File: config.mk
export PLATFORM = sky130hd
export DESIGN_NAME = gpr_scoreboard_flat
export DESIGN_NICKNAME = d
export VERILOG_FILES = /design/src/rtl/core_pkg.sv /design/src/rtl/gpr_scoreboard_if.sv /design/src/rtl/sat_counter.sv /design/src/rtl/gpr_scoreboard.sv /design/src/flat_wrapper.sv
export SDC_FILE = /design/constraint.sdc
export NUM_CORES = 1
export LEC_CHECK = 0
export BUFFER_PORTS_ARGS = -buffer_cell sky130_fd_sc_hd__buf_2
export CAP_MARGIN = 20
export CORE_AREA = 4 4 86 88
export CTS_CLUSTER_SIZE = 24
export DETAILED_ROUTE_END_ITERATION = 6
export DIE_AREA = 0 0 90 92
export GPL_TIMING_DRIVEN = 0
export PLACE_DENSITY_LB_ADDON = 0.1
export REMOVE_ABC_BUFFERS = 1
export SLEW_MARGIN = 20
export SYNTH_ARGS = -nofsm -noshare
export SYNTH_HDL_FRONTEND = slang
export SYNTH_SLANG_ARGS = --single-unit
File: constraint.sdc
create_clock -name clk -period 3.7 [get_ports clk]
set_clock_uncertainty 0.1 [all_clocks]
set_input_delay 0.185 -clock clk [delete_from_list [all_inputs] [get_ports clk]]
set_output_delay 0.185 -clock clk [all_outputs]
set_load 0.005 [all_outputs]
File: src/rtl/core_pkg.sv
// Shared core definitions: register-file size and register address type.
package core_pkg;

  localparam int unsigned NREG = 32;

  typedef logic [4:0] reg_addr_t;

  localparam reg_addr_t X0 = 5'd0;

endpackage

File: src/rtl/gpr_scoreboard_if.sv
// Decode/Writeback handshake between the decode unit and the register scoreboard.
interface gpr_scoreboard_if;
  import core_pkg::*;

  logic      D_valid;
  reg_addr_t D_rs1_addr;
  reg_addr_t D_rs2_addr;
  logic      D_rs1_used;
  logic      D_rs2_used;
  reg_addr_t D_rd_addr;
  logic      D_rd_wen;
  logic      D_long;
  logic      E_flush;
  reg_addr_t W_rd_addr;
  logic      W_gpr_wen;
  logic      W_long;
  logic      D_stall;

  modport master (
    output D_valid, D_rs1_addr, D_rs2_addr, D_rs1_used, D_rs2_used,
    output D_rd_addr, D_rd_wen, D_long, E_flush,
    output W_rd_addr, W_gpr_wen, W_long,
    input  D_stall
  );

  modport slave (
    input  D_valid, D_rs1_addr, D_rs2_addr, D_rs1_used, D_rs2_used,
    input  D_rd_addr, D_rd_wen, D_long, E_flush,
    input  W_rd_addr, W_gpr_wen, W_long,
    output D_stall
  );

endinterface

File: src/rtl/sat_counter.sv
// Saturating up-counter; holds at all-ones once reached.
module sat_counter #(
  parameter int unsigned WIDTH = 16
) (
  input  logic             clk,
  input  logic             reset,
  input  logic             inc,
  output logic [WIDTH-1:0] count
);

  always_ff @(posedge clk or negedge reset) begin
    if (!reset) begin
      count <= '0;
    end else if (inc && !(&count)) begin
      count <= count + WIDTH'(1);
    end
  end

endmodule

File: src/rtl/gpr_scoreboard.sv
// GPR scoreboard: tracks pending long-latency writes and stalls Decode on
// RAW/WAW hazards or when the long-op budget is exhausted.
module gpr_scoreboard #(
  parameter  int unsigned NREG    = core_pkg::NREG,
  parameter  int unsigned MAX_OUT = 4,
  parameter  int unsigned CNT_W   = 16,
  localparam int unsigned OUT_W   = $clog2(MAX_OUT + 1)
) (
  input  logic                 clk,
  input  logic                 reset,
  gpr_scoreboard_if.slave      sb,
  output logic [NREG-1:0]      busy,
  output logic [OUT_W-1:0]     outstanding,
  output logic [CNT_W-1:0]     stall_cnt,
  output logic                 err
);
  import core_pkg::*;

  logic raw1, raw2, waw, full, stall, issue;
  logic set, clr_req, clr_hit, same, inc, dec;
  logic [NREG-1:0]  busy_d;
  logic [OUT_W-1:0] out_d;

  // Hazard detection and issue qualification
  always_comb begin
    raw1    = sb.D_rs1_used & busy[sb.D_rs1_addr];
    raw2    = sb.D_rs2_used & busy[sb.D_rs2_addr];
    waw     = sb.D_rd_wen & busy[sb.D_rd_addr];
    full    = sb.D_long & sb.D_rd_wen & (outstanding == OUT_W'(MAX_OUT));
    stall   = sb.D_valid & ~sb.E_flush & (raw1 | raw2 | waw | full);
    issue   = sb.D_valid & ~sb.E_flush & ~stall;
    set     = issue & sb.D_long & sb.D_rd_wen & (sb.D_rd_addr != X0);
    clr_req = sb.W_gpr_wen & sb.W_long & (sb.W_rd_addr != X0);
    clr_hit = clr_req & busy[sb.W_rd_addr];
    same    = set & clr_req & (sb.W_rd_addr == sb.D_rd_addr);
    inc     = set & ~same;
    dec     = clr_hit & ~same;
  end

  assign sb.D_stall = stall;

  // Next busy vector and outstanding count; a set overrides a same-register clear
  always_comb begin
    busy_d = busy;
    out_d  = outstanding;
    if (clr_hit) busy_d[sb.W_rd_addr] = 1'b0;
    if (set)     busy_d[sb.D_rd_addr] = 1'b1;
    busy_d[0] = 1'b0;
    case ({inc, dec})
      2'b10:   out_d = outstanding + OUT_W'(1);
      2'b01:   out_d = outstanding - OUT_W'(1);
      default: out_d = outstanding;
    endcase
  end

  always_ff @(posedge clk or negedge reset) begin
    if (!reset) begin
      busy        <= '0;
      outstanding <= '0;
      err         <= 1'b0;
    end else begin
      busy        <= busy_d;
      outstanding <= out_d;
      err         <= err | (clr_req & ~busy[sb.W_rd_addr]);
    end
  end

  sat_counter #(.WIDTH(CNT_W)) u_stall_cnt (
    .clk   (clk),
    .reset (reset),
    .inc   (stall),
    .count (stall_cnt)
  );

endmodule
File: src/flat_wrapper.sv
// flat-port wrapper written by rule: the top's interface ports become plain ports
module gpr_scoreboard_flat import core_pkg::*;
#(
  parameter  int unsigned NREG    = core_pkg::NREG,
  parameter  int unsigned MAX_OUT = 4,
  parameter  int unsigned CNT_W   = 16,
  localparam int unsigned OUT_W   = $clog2(MAX_OUT + 1)
)
  (clk, reset, busy, outstanding, stall_cnt, err, sb_D_valid, sb_D_rs1_addr, sb_D_rs2_addr, sb_D_rs1_used, sb_D_rs2_used, sb_D_rd_addr, sb_D_rd_wen, sb_D_long, sb_E_flush, sb_W_rd_addr, sb_W_gpr_wen, sb_W_long, sb_D_stall);
  gpr_scoreboard_if sb_i ();
  input  logic clk;
  input  logic reset;
  output logic [NREG-1:0] busy;
  output logic [OUT_W-1:0] outstanding;
  output logic [CNT_W-1:0] stall_cnt;
  output logic err;
  input wire logic [$bits(sb_i.D_valid)-1:0] sb_D_valid;
  input wire logic [$bits(sb_i.D_rs1_addr)-1:0] sb_D_rs1_addr;
  input wire logic [$bits(sb_i.D_rs2_addr)-1:0] sb_D_rs2_addr;
  input wire logic [$bits(sb_i.D_rs1_used)-1:0] sb_D_rs1_used;
  input wire logic [$bits(sb_i.D_rs2_used)-1:0] sb_D_rs2_used;
  input wire logic [$bits(sb_i.D_rd_addr)-1:0] sb_D_rd_addr;
  input wire logic [$bits(sb_i.D_rd_wen)-1:0] sb_D_rd_wen;
  input wire logic [$bits(sb_i.D_long)-1:0] sb_D_long;
  input wire logic [$bits(sb_i.E_flush)-1:0] sb_E_flush;
  input wire logic [$bits(sb_i.W_rd_addr)-1:0] sb_W_rd_addr;
  input wire logic [$bits(sb_i.W_gpr_wen)-1:0] sb_W_gpr_wen;
  input wire logic [$bits(sb_i.W_long)-1:0] sb_W_long;
  output wire logic [$bits(sb_i.D_stall)-1:0] sb_D_stall;
  assign sb_i.D_valid = sb_D_valid;
  assign sb_i.D_rs1_addr = sb_D_rs1_addr;
  assign sb_i.D_rs2_addr = sb_D_rs2_addr;
  assign sb_i.D_rs1_used = sb_D_rs1_used;
  assign sb_i.D_rs2_used = sb_D_rs2_used;
  assign sb_i.D_rd_addr = sb_D_rd_addr;
  assign sb_i.D_rd_wen = sb_D_rd_wen;
  assign sb_i.D_long = sb_D_long;
  assign sb_i.E_flush = sb_E_flush;
  assign sb_i.W_rd_addr = sb_W_rd_addr;
  assign sb_i.W_gpr_wen = sb_W_gpr_wen;
  assign sb_i.W_long = sb_W_long;
  assign sb_D_stall = sb_i.D_stall;
  gpr_scoreboard #(.NREG(NREG), .MAX_OUT(MAX_OUT), .CNT_W(CNT_W)) u_core (.clk(clk), .reset(reset), .sb(sb_i), .busy(busy), .outstanding(outstanding), .stall_cnt(stall_cnt), .err(err));
endmodule
Word level (Yosys, flattened, before mapping). Cells that the tools add are included.

Register bits after elaboration: 51. Input bits: 30. Output and inout bits: 53. Logic and storage cells: 70.

Add/sub/neg operators: 3. Magnitude comparators: 6. Equal/unequal tests: 4. Muxes and demuxes: 15. Bitwise operators: 30. Reduce and logical (&&, ||, !) cells: 8.

Operators with widths (number): $mux 32 (2); $and 32x32->32 (1); $not 32->32 (1); $or 32x32->32 (1); $lt 5x6->1 const B (4); $bmux 1 s5 (4); $and 1x1->1 (19); $add 16x1->16 const B (1); $reduce_and 16->1 (1); $demux 1 s5 (2); $ge 5x1->1 const B (2); $reduce_bool 5->1 (2); $mux 1 (6); $pmux 3 s2 (1); $eq 5x5->1 (1); $not 1->1 (4); $or 1x1->1 (4); $add 3x1->3 const B (1); $eq 3x3->1 const B (1); $logic_and 1x1->1 (3); $sub 3x1->3 const B (1); $eq 2x1->1 const B (1); $eq 2x2->1 const B (1); $reduce_bool 2->1 (1); $logic_not 1->1 (1).

Longest topological paths before layout.
Depth after elaboration: 18. Mapped depth: 16. Mapped depth without buffers: 13.

Modules after synthesis. From an unflattened synthesis, not the netlist that was laid out.

Cell total of the unflattened synthesis: 419. Area total of the unflattened synthesis: 4013.8 µm².

Modules (own cells, without submodules): gpr_scoreboard (times used 1, cells an instance 344, area an instance 3173.0 µm², sequential area each 875.8 µm²); sat_counter (times used 1, cells an instance 75, area an instance 840.8 µm², sequential area each 400.4 µm²).

Least setup slack after synthesis. No wires, ideal clock.

Kind: in2reg. From: input sb_D_rs2_addr[1]. To: register u_core.outstanding[2]. Setup time: 0.125 ns. Arrival: 2.904 ns. Required time: 3.475 ns. Setup slack: 0.571 ns. Cell stages on the path: 16. Buffers on the path: 3. Cells stage by stage: buf_2 > mux4_2 > and4b_1 > a41oi_1 > nand4_1 > a221o_1 > buf_6 > clkbuf_1 > nor2_1 > o41ai_1 > ha_1 > inv_1 > fa_1 > xor2_1 > nor2_1 > xor2_1.

Cells in the longest elaborated chain, start to end: 18. Elaborated cells on any way between the ends: 21. Those cells by class: eq/ne (2); mux (3); bitwise (15); reduce/logical (1).

Ends and longest elaborated chain: start: declaration (RTL line flat_wrapper.sv:19) `input wire logic [$bits(sb_i.D_rs2_addr)-1:0] sb_D_rs2_addr;`; $bmux 1 s5 (*) (RTL line gpr_scoreboard.sv:27) `raw2 = sb.D_rs2_used & busy[sb.D_rs2_addr];`; $mux 1 (implied by the code) (*) (RTL line gpr_scoreboard.sv:27); $and 1x1->1 (*) (RTL line gpr_scoreboard.sv:27); $or 1x1->1 (*) (3 in a row) (RTL line gpr_scoreboard.sv:30) `stall = sb.D_valid & ~sb.E_flush & (raw1 | raw2 | waw | full);`; $and 1x1->1 (*) (RTL line gpr_scoreboard.sv:30); $not 1->1 (*) (RTL line gpr_scoreboard.sv:31) `issue = sb.D_valid & ~sb.E_flush & ~stall;`; $and 1x1->1 (*) (RTL line gpr_scoreboard.sv:31); $and 1x1->1 (*) (3 in a row) (RTL line gpr_scoreboard.sv:32) `set = issue & sb.D_long & sb.D_rd_wen & (sb.D_rd_addr != X0);`; $and 1x1->1 (2 in a row) (RTL line gpr_scoreboard.sv:35) `same = set & clr_req & (sb.W_rd_addr == sb.D_rd_addr);`; $not 1->1 (RTL line gpr_scoreboard.sv:36, gpr_scoreboard.sv:37); $and 1x1->1 (on tied branches) (RTL line gpr_scoreboard.sv:37, gpr_scoreboard.sv:36); $eq 2x1->1 or $eq 2x2->1 (tied branches) (RTL line gpr_scoreboard.sv:49) `case ({inc, dec})`; $pmux 3 s2 or $reduce_bool 2->1 (tied branches); end signal: assignment (RTL line gpr_scoreboard.sv:63) `outstanding <= out_d;`; end: declaration (RTL line gpr_scoreboard.sv:13) `output logic [OUT_W-1:0] outstanding,`.

Mark *: on every way between the ends. The rest lies on a longest branch, timed or not. The select of a mux whose other input is x is not followed. A chain may end at the register's enable or synchronous reset.

Final worst setup path.
From: register u_core.busy[19]. To: register u_core.outstanding[2].

Cells in the longest elaborated chain, start to end: 18. Elaborated cells on any way between the ends: 30. Those cells by class: eq/ne (2); mux (9); bitwise (18); reduce/logical (1).

Ends and longest elaborated chain: start: declaration (RTL line gpr_scoreboard.sv:12) `output logic [NREG-1:0] busy,`; start signal: assignment (RTL line gpr_scoreboard.sv:62) `busy <= busy_d;`; $bmux 1 s5 (on tied branches) (RTL line gpr_scoreboard.sv:26, gpr_scoreboard.sv:27); $mux 1 (on tied branches) (RTL line gpr_scoreboard.sv:26, gpr_scoreboard.sv:27); $and 1x1->1 (on tied branches) (RTL line gpr_scoreboard.sv:26, gpr_scoreboard.sv:27); $or 1x1->1 (3 in a row) (RTL line gpr_scoreboard.sv:30); $and 1x1->1 (RTL line gpr_scoreboard.sv:30); $not 1->1 (RTL line gpr_scoreboard.sv:31); $and 1x1->1 (RTL line gpr_scoreboard.sv:31); $and 1x1->1 (3 in a row) (RTL line gpr_scoreboard.sv:32); $and 1x1->1 (2 in a row) (RTL line gpr_scoreboard.sv:35); $not 1->1 (RTL line gpr_scoreboard.sv:36, gpr_scoreboard.sv:37); $and 1x1->1 (on tied branches) (RTL line gpr_scoreboard.sv:37, gpr_scoreboard.sv:36); $eq 2x1->1 or $eq 2x2->1 (tied branches) (RTL line gpr_scoreboard.sv:49); $pmux 3 s2 or $reduce_bool 2->1 (tied branches).

Several ways; a longest one is shown, not always the timed one. The select of a mux whose other input is x is not followed.

==> out/results.md <==
* finished clean — run status
* 0.523 — Relative slew margins
* u_core.outstanding[2] — end of the worst register-to-register path
* 0 — setup bufs post-CTS
* in -> reg — worst min-delay path class
* 0.355 — sequential cell area fraction in the yosys report
* 3980 µm² — placed cell areas
* 10.8 mm — final routed wirelength across all metal layers
* flop — crit start category
* 30 — num rows
* 6 — length of the first detailed-routing pass in iterations
* 0.09 ns — Reg clk slew, reported paths
* false — unrepaired setup endpoints after global routing
* 3344 — vias in the first global route
* sky130_fd_sc_hd__dfrtp_1 — post-synthesis cell type with the largest combined area
* 0.943 — ratio of final minimum period to clock period
* 0.283 mV — worst vdd rail ir drop
* 0 — overflow left after global routing
* 0.311 — switching power share of the total
* 0.271 — fraction of layout cells with a size suffix above 1
* 0.259 — GRT Overall Usage
* 445 — Total Nets Final
* u_core.busy[19] — launch point of the critical path
* 51 — post-synthesis sequential element count
* mux4_1, nor4bb_1, a311oi_1, and4_1, a221o_2, nor2_1, o41ai_1, ha_1, inv_1, fa_1, xor2_1, nor2_1, xor2_1 — cell breakdown of the critical path
* 8280 µm² — die area
* sky130_fd_sc_hd__mux4_1 — cell with the biggest individual delay on the critical path
* 3354 — via count of the routed design
* 0.477 — fraction of power consumed by sequential logic
* sky130_fd_sc_hd__dfrtp_1, sky130_fd_sc_hd__mux4_2, sky130_fd_sc_hd__mux2i_1 — most area-consuming cells after synthesis
* 1.01 mW — internal power consumption
* 2 — deepest clock path buffer count
* 0 — number of violations of the max-capacitance limit
* 17.3 mm — first-pass GRT wire length
* sky130_fd_sc_hd__clkbuf_8 — root cell of the clock tree
* 0.21 ns — register-to-register setup slack
* sky130_fd_sc_hd__dfrtp_1 — most instantiated flip-flop cell in the synthesis netlist
* 6.80 — via density per instance
* sb_W_long — Worst Hold Launch
* 0 — residual DRC count
* 3.49 ns — minimum clock period
* 0 — number of enable-type register cells in the synthesized netlist
* 456 µW — Net Switching
* 0 — number of antenna repair diodes
* 0.175 ns — worst slack on hold paths
* 0 — Max Slew Vio Count
* 1.86 nW — standby leakage power
* 0 — antenna-violating nets left
* 1.00 — Post-synth ARST share
* 52 — Yosys cell types
* 3600 µm² — post-synth design cell area
* 493 — Final Non-Filler Cells
* 0 — total of warnings raised by yosys
* u_core.outstanding[2] — crit path to
* 4110 µm² — design area
* 10.3 µm² — average cell area after synthesis
* 92 µm — die height
* 0.248 — combinational fraction of design power
* 484 — instance count after placement with tap cells included
* 0.210 ns — worst setup slack after layout
* 5 — number of buffers created by CTS
* 0 — final count of hold timing violations
* 13 — r2r worst-path depth
* 3.79 ns — required time worst endpoint
* 14.1% — area delta synth->final
* 357 nW/µm² — PD cells
* 6640 µm² — Floorplan Core Area
* 83 — number of I/O pins
* 0.542 — starting utilization of the core area
* 564 — Filler cells
* 0.971 — final RePlAce weighted congestion
* 0.30 ns — clock latency on the worst-skew pair
* 7.67 mm — sum of net half-perimeters after detailed placement
* 2 — H-Tree Depth
* 81 — input/output buffers
* 0.275 — clock network fraction of design power
* 0 — initial antenna violation count
* 21.8 µm — post-detailed-route wirelength per cell
* done — clock tree from TritonCTS
* 351 — number of instances in the synthesized netlist
* 0.55 ns — worst stage delay on the critical path
* reg -> reg — start-to-end type of the worst setup path
* 287 MHz — achievable clock frequency
* 28 — critical path fanouts, max
* u_core.busy[19] — launch point of the worst reg-to-reg path
* 90 µm — floorplan die width
* -0.101 ns — worst slack at placement
* flop — Crit. End Element
* 0.708 ns — worst-margin pin slew
* 0.355 — area share of the largest cell type after synthesis
* 3.58 ns — Critical Path AT
* 0 — number of setup violations in the final report
* 344 — number of DRC violations after detailed-routing iteration 0
* 4 — number of cells traversed by the worst hold path
* 51 — sink count of the clock tree
* 52 — maximum number of pins on one net before global-route repair
-- metrics by stage --
step	util	total power, mW	setup TNS [ns]
2_1_floorplan	-	0.882	0
3_3_place_gp	0.598	1.06	-0.0384
3_5_place_dp	0.599	1.07	-0.326
4_1_cts	0.618	1.47	0
5_1_grt	0.618	1.54	0
6_report	0.618	1.47	0
-- power groups by stage --
stage	clock network [mW]	registers (mW)	logic (mW)
6_report	0.403	0.699	0.364
4_1_cts	0.412	0.696	0.365
3_3_place_gp	0	0.704	0.352
3_5_place_dp	0	0.706	0.363
2_1_floorplan	0	0.692	0.190
5_1_grt	0.431	0.708	0.403
-- layout by cell type, fill, tap and decap left out, types with 3 or more instances in the layout --
master                     count
sky130_fd_sc_hd__a21oi_1       4
sky130_fd_sc_hd__and3_1        9
sky130_fd_sc_hd__and4_1        5
sky130_fd_sc_hd__buf_2        80
sky130_fd_sc_hd__clkbuf_8      6
sky130_fd_sc_hd__dfrtp_1      51
sky130_fd_sc_hd__inv_1         7
sky130_fd_sc_hd__mux2i_1      24
sky130_fd_sc_hd__mux4_1        6
sky130_fd_sc_hd__mux4_2       14
sky130_fd_sc_hd__nand2_1      13
sky130_fd_sc_hd__nand2b_1      5
sky130_fd_sc_hd__nand3_1      13
sky130_fd_sc_hd__nand3b_1      8
sky130_fd_sc_hd__nand4_1       9
sky130_fd_sc_hd__nor2_1        7
sky130_fd_sc_hd__nor2b_1       8
sky130_fd_sc_hd__nor3_1        4
sky130_fd_sc_hd__nor4b_1       3
sky130_fd_sc_hd__o21ai_0      46
sky130_fd_sc_hd__o21ai_1       8
sky130_fd_sc_hd__o32ai_1       3
sky130_fd_sc_hd__o41ai_1      10
sky130_fd_sc_hd__or3_1         4
sky130_fd_sc_hd__or3b_2        5
sky130_fd_sc_hd__xnor2_1      19
sky130_fd_sc_hd__xor2_1        4
-- worst max-delay path, delay by kind of cell, from the launching register on --
family | cells | cell delay (ns)
adder cells (fa/ha/maj) | 2 | 0.39
buffers and inverters | 1 | 0.07
multiplexers | 1 | 0.55
AND/OR/NAND/NOR | 4 | 0.77
XOR/XNOR | 2 | 0.29
flip-flops | 1 | 0.47
AO/OA/AOI/OAI | 3 | 0.73
-- layer usage --
| layer | GRT usage | vias to the layer above | share of wire |
|---|---|---|---|
| li1 | - | 1482 | - |
| met1 | 0.345 | 1634 | 0.42 |
| met2 | 0.412 | 213 | 0.46 |
| met3 | 0.0582 | 25 | 0.097 |
| met4 | 0.105 | 0 | 0.026 |
| met5 | 0 | - | 0 |
-- final cells by class --
cell class / count / area, µm² / area share
inverters: 7 / 26.3 / 0.00640
clock buffers: 6 / 82.6 / 0.0201
flip-flops and latches: 51 / 1280 / 0.311
well taps: 80 / 100 / 0.0244
repair buffers: 82 / 418 / 0.102
multi-input cells: 265 / 2170 / 0.528
clock inverters: 2 / 35.0 / 0.00853
-- cells in the mapped netlist, drive strengths merged (3+ instances only) --
| cell type | instances |
|---|---|
| o41ai | 10 |
| dfrtp | 51 |
| a21oi | 4 |
| inv | 7 |
| o32ai | 3 |
| and3 | 9 |
| and4 | 5 |
| xnor2 | 19 |
| mux2i | 24 |
| nand3b | 8 |
| or3b | 5 |
| nor2b | 8 |
| nand4 | 9 |
| o21ai | 54 |
| nor4b | 3 |
| nor3 | 4 |
| buf | 11 |
| nor2 | 7 |
| xor2 | 4 |
| mux4 | 20 |
| or3 | 4 |
| clkbuf | 17 |
| nand2b | 5 |
| nand3 | 13 |
| nand2 | 13 |
-- cells by family (layout without fill, tap and decap cells) --
family | after synthesis | after routing | synth area share
buffers and inverters | 35 | 97 | 0.0434
DFF | 51 | 51 | 0.355
and+or+nand+nor | 106 | 106 | 0.184
AOI/OAI and AO/OA | 87 | 87 | 0.148
muxes | 45 | 45 | 0.201
adders and majority gates | 3 | 3 | 0.0125
xor gates and xnor gates | 23 | 23 | 0.0560
other | 1 | 1 | 0.00104
-- sequential cells by signal, indices dropped and copies added, names as in the netlist --
signal	cells
u_core.busy	31
u_core.err	1
u_core.outstanding	3
u_core.u_stall_cnt.count	16
-- how the worst min path moves through the flow --
stage / to / slack [ns]
detailed placement: u_core.busy[30] / 0.16
global placement: u_core.err / 0.36
CTS: u_core.err / 0.17
finish: u_core.err / 0.18
floorplan: u_core.busy[10] / -0.21
global route: u_core.err / 0.20
-- timing repair --
| item | CTS | global route |
|---|---|---|
| hold buffers | 1 | 0 |
| endpoints found under the hold margin | 51 | 0 |
| setup endpoints to repair | 1 | 0 |
| resized for setup | 1 | 0 |
Power figures use the tool's default switching activity.
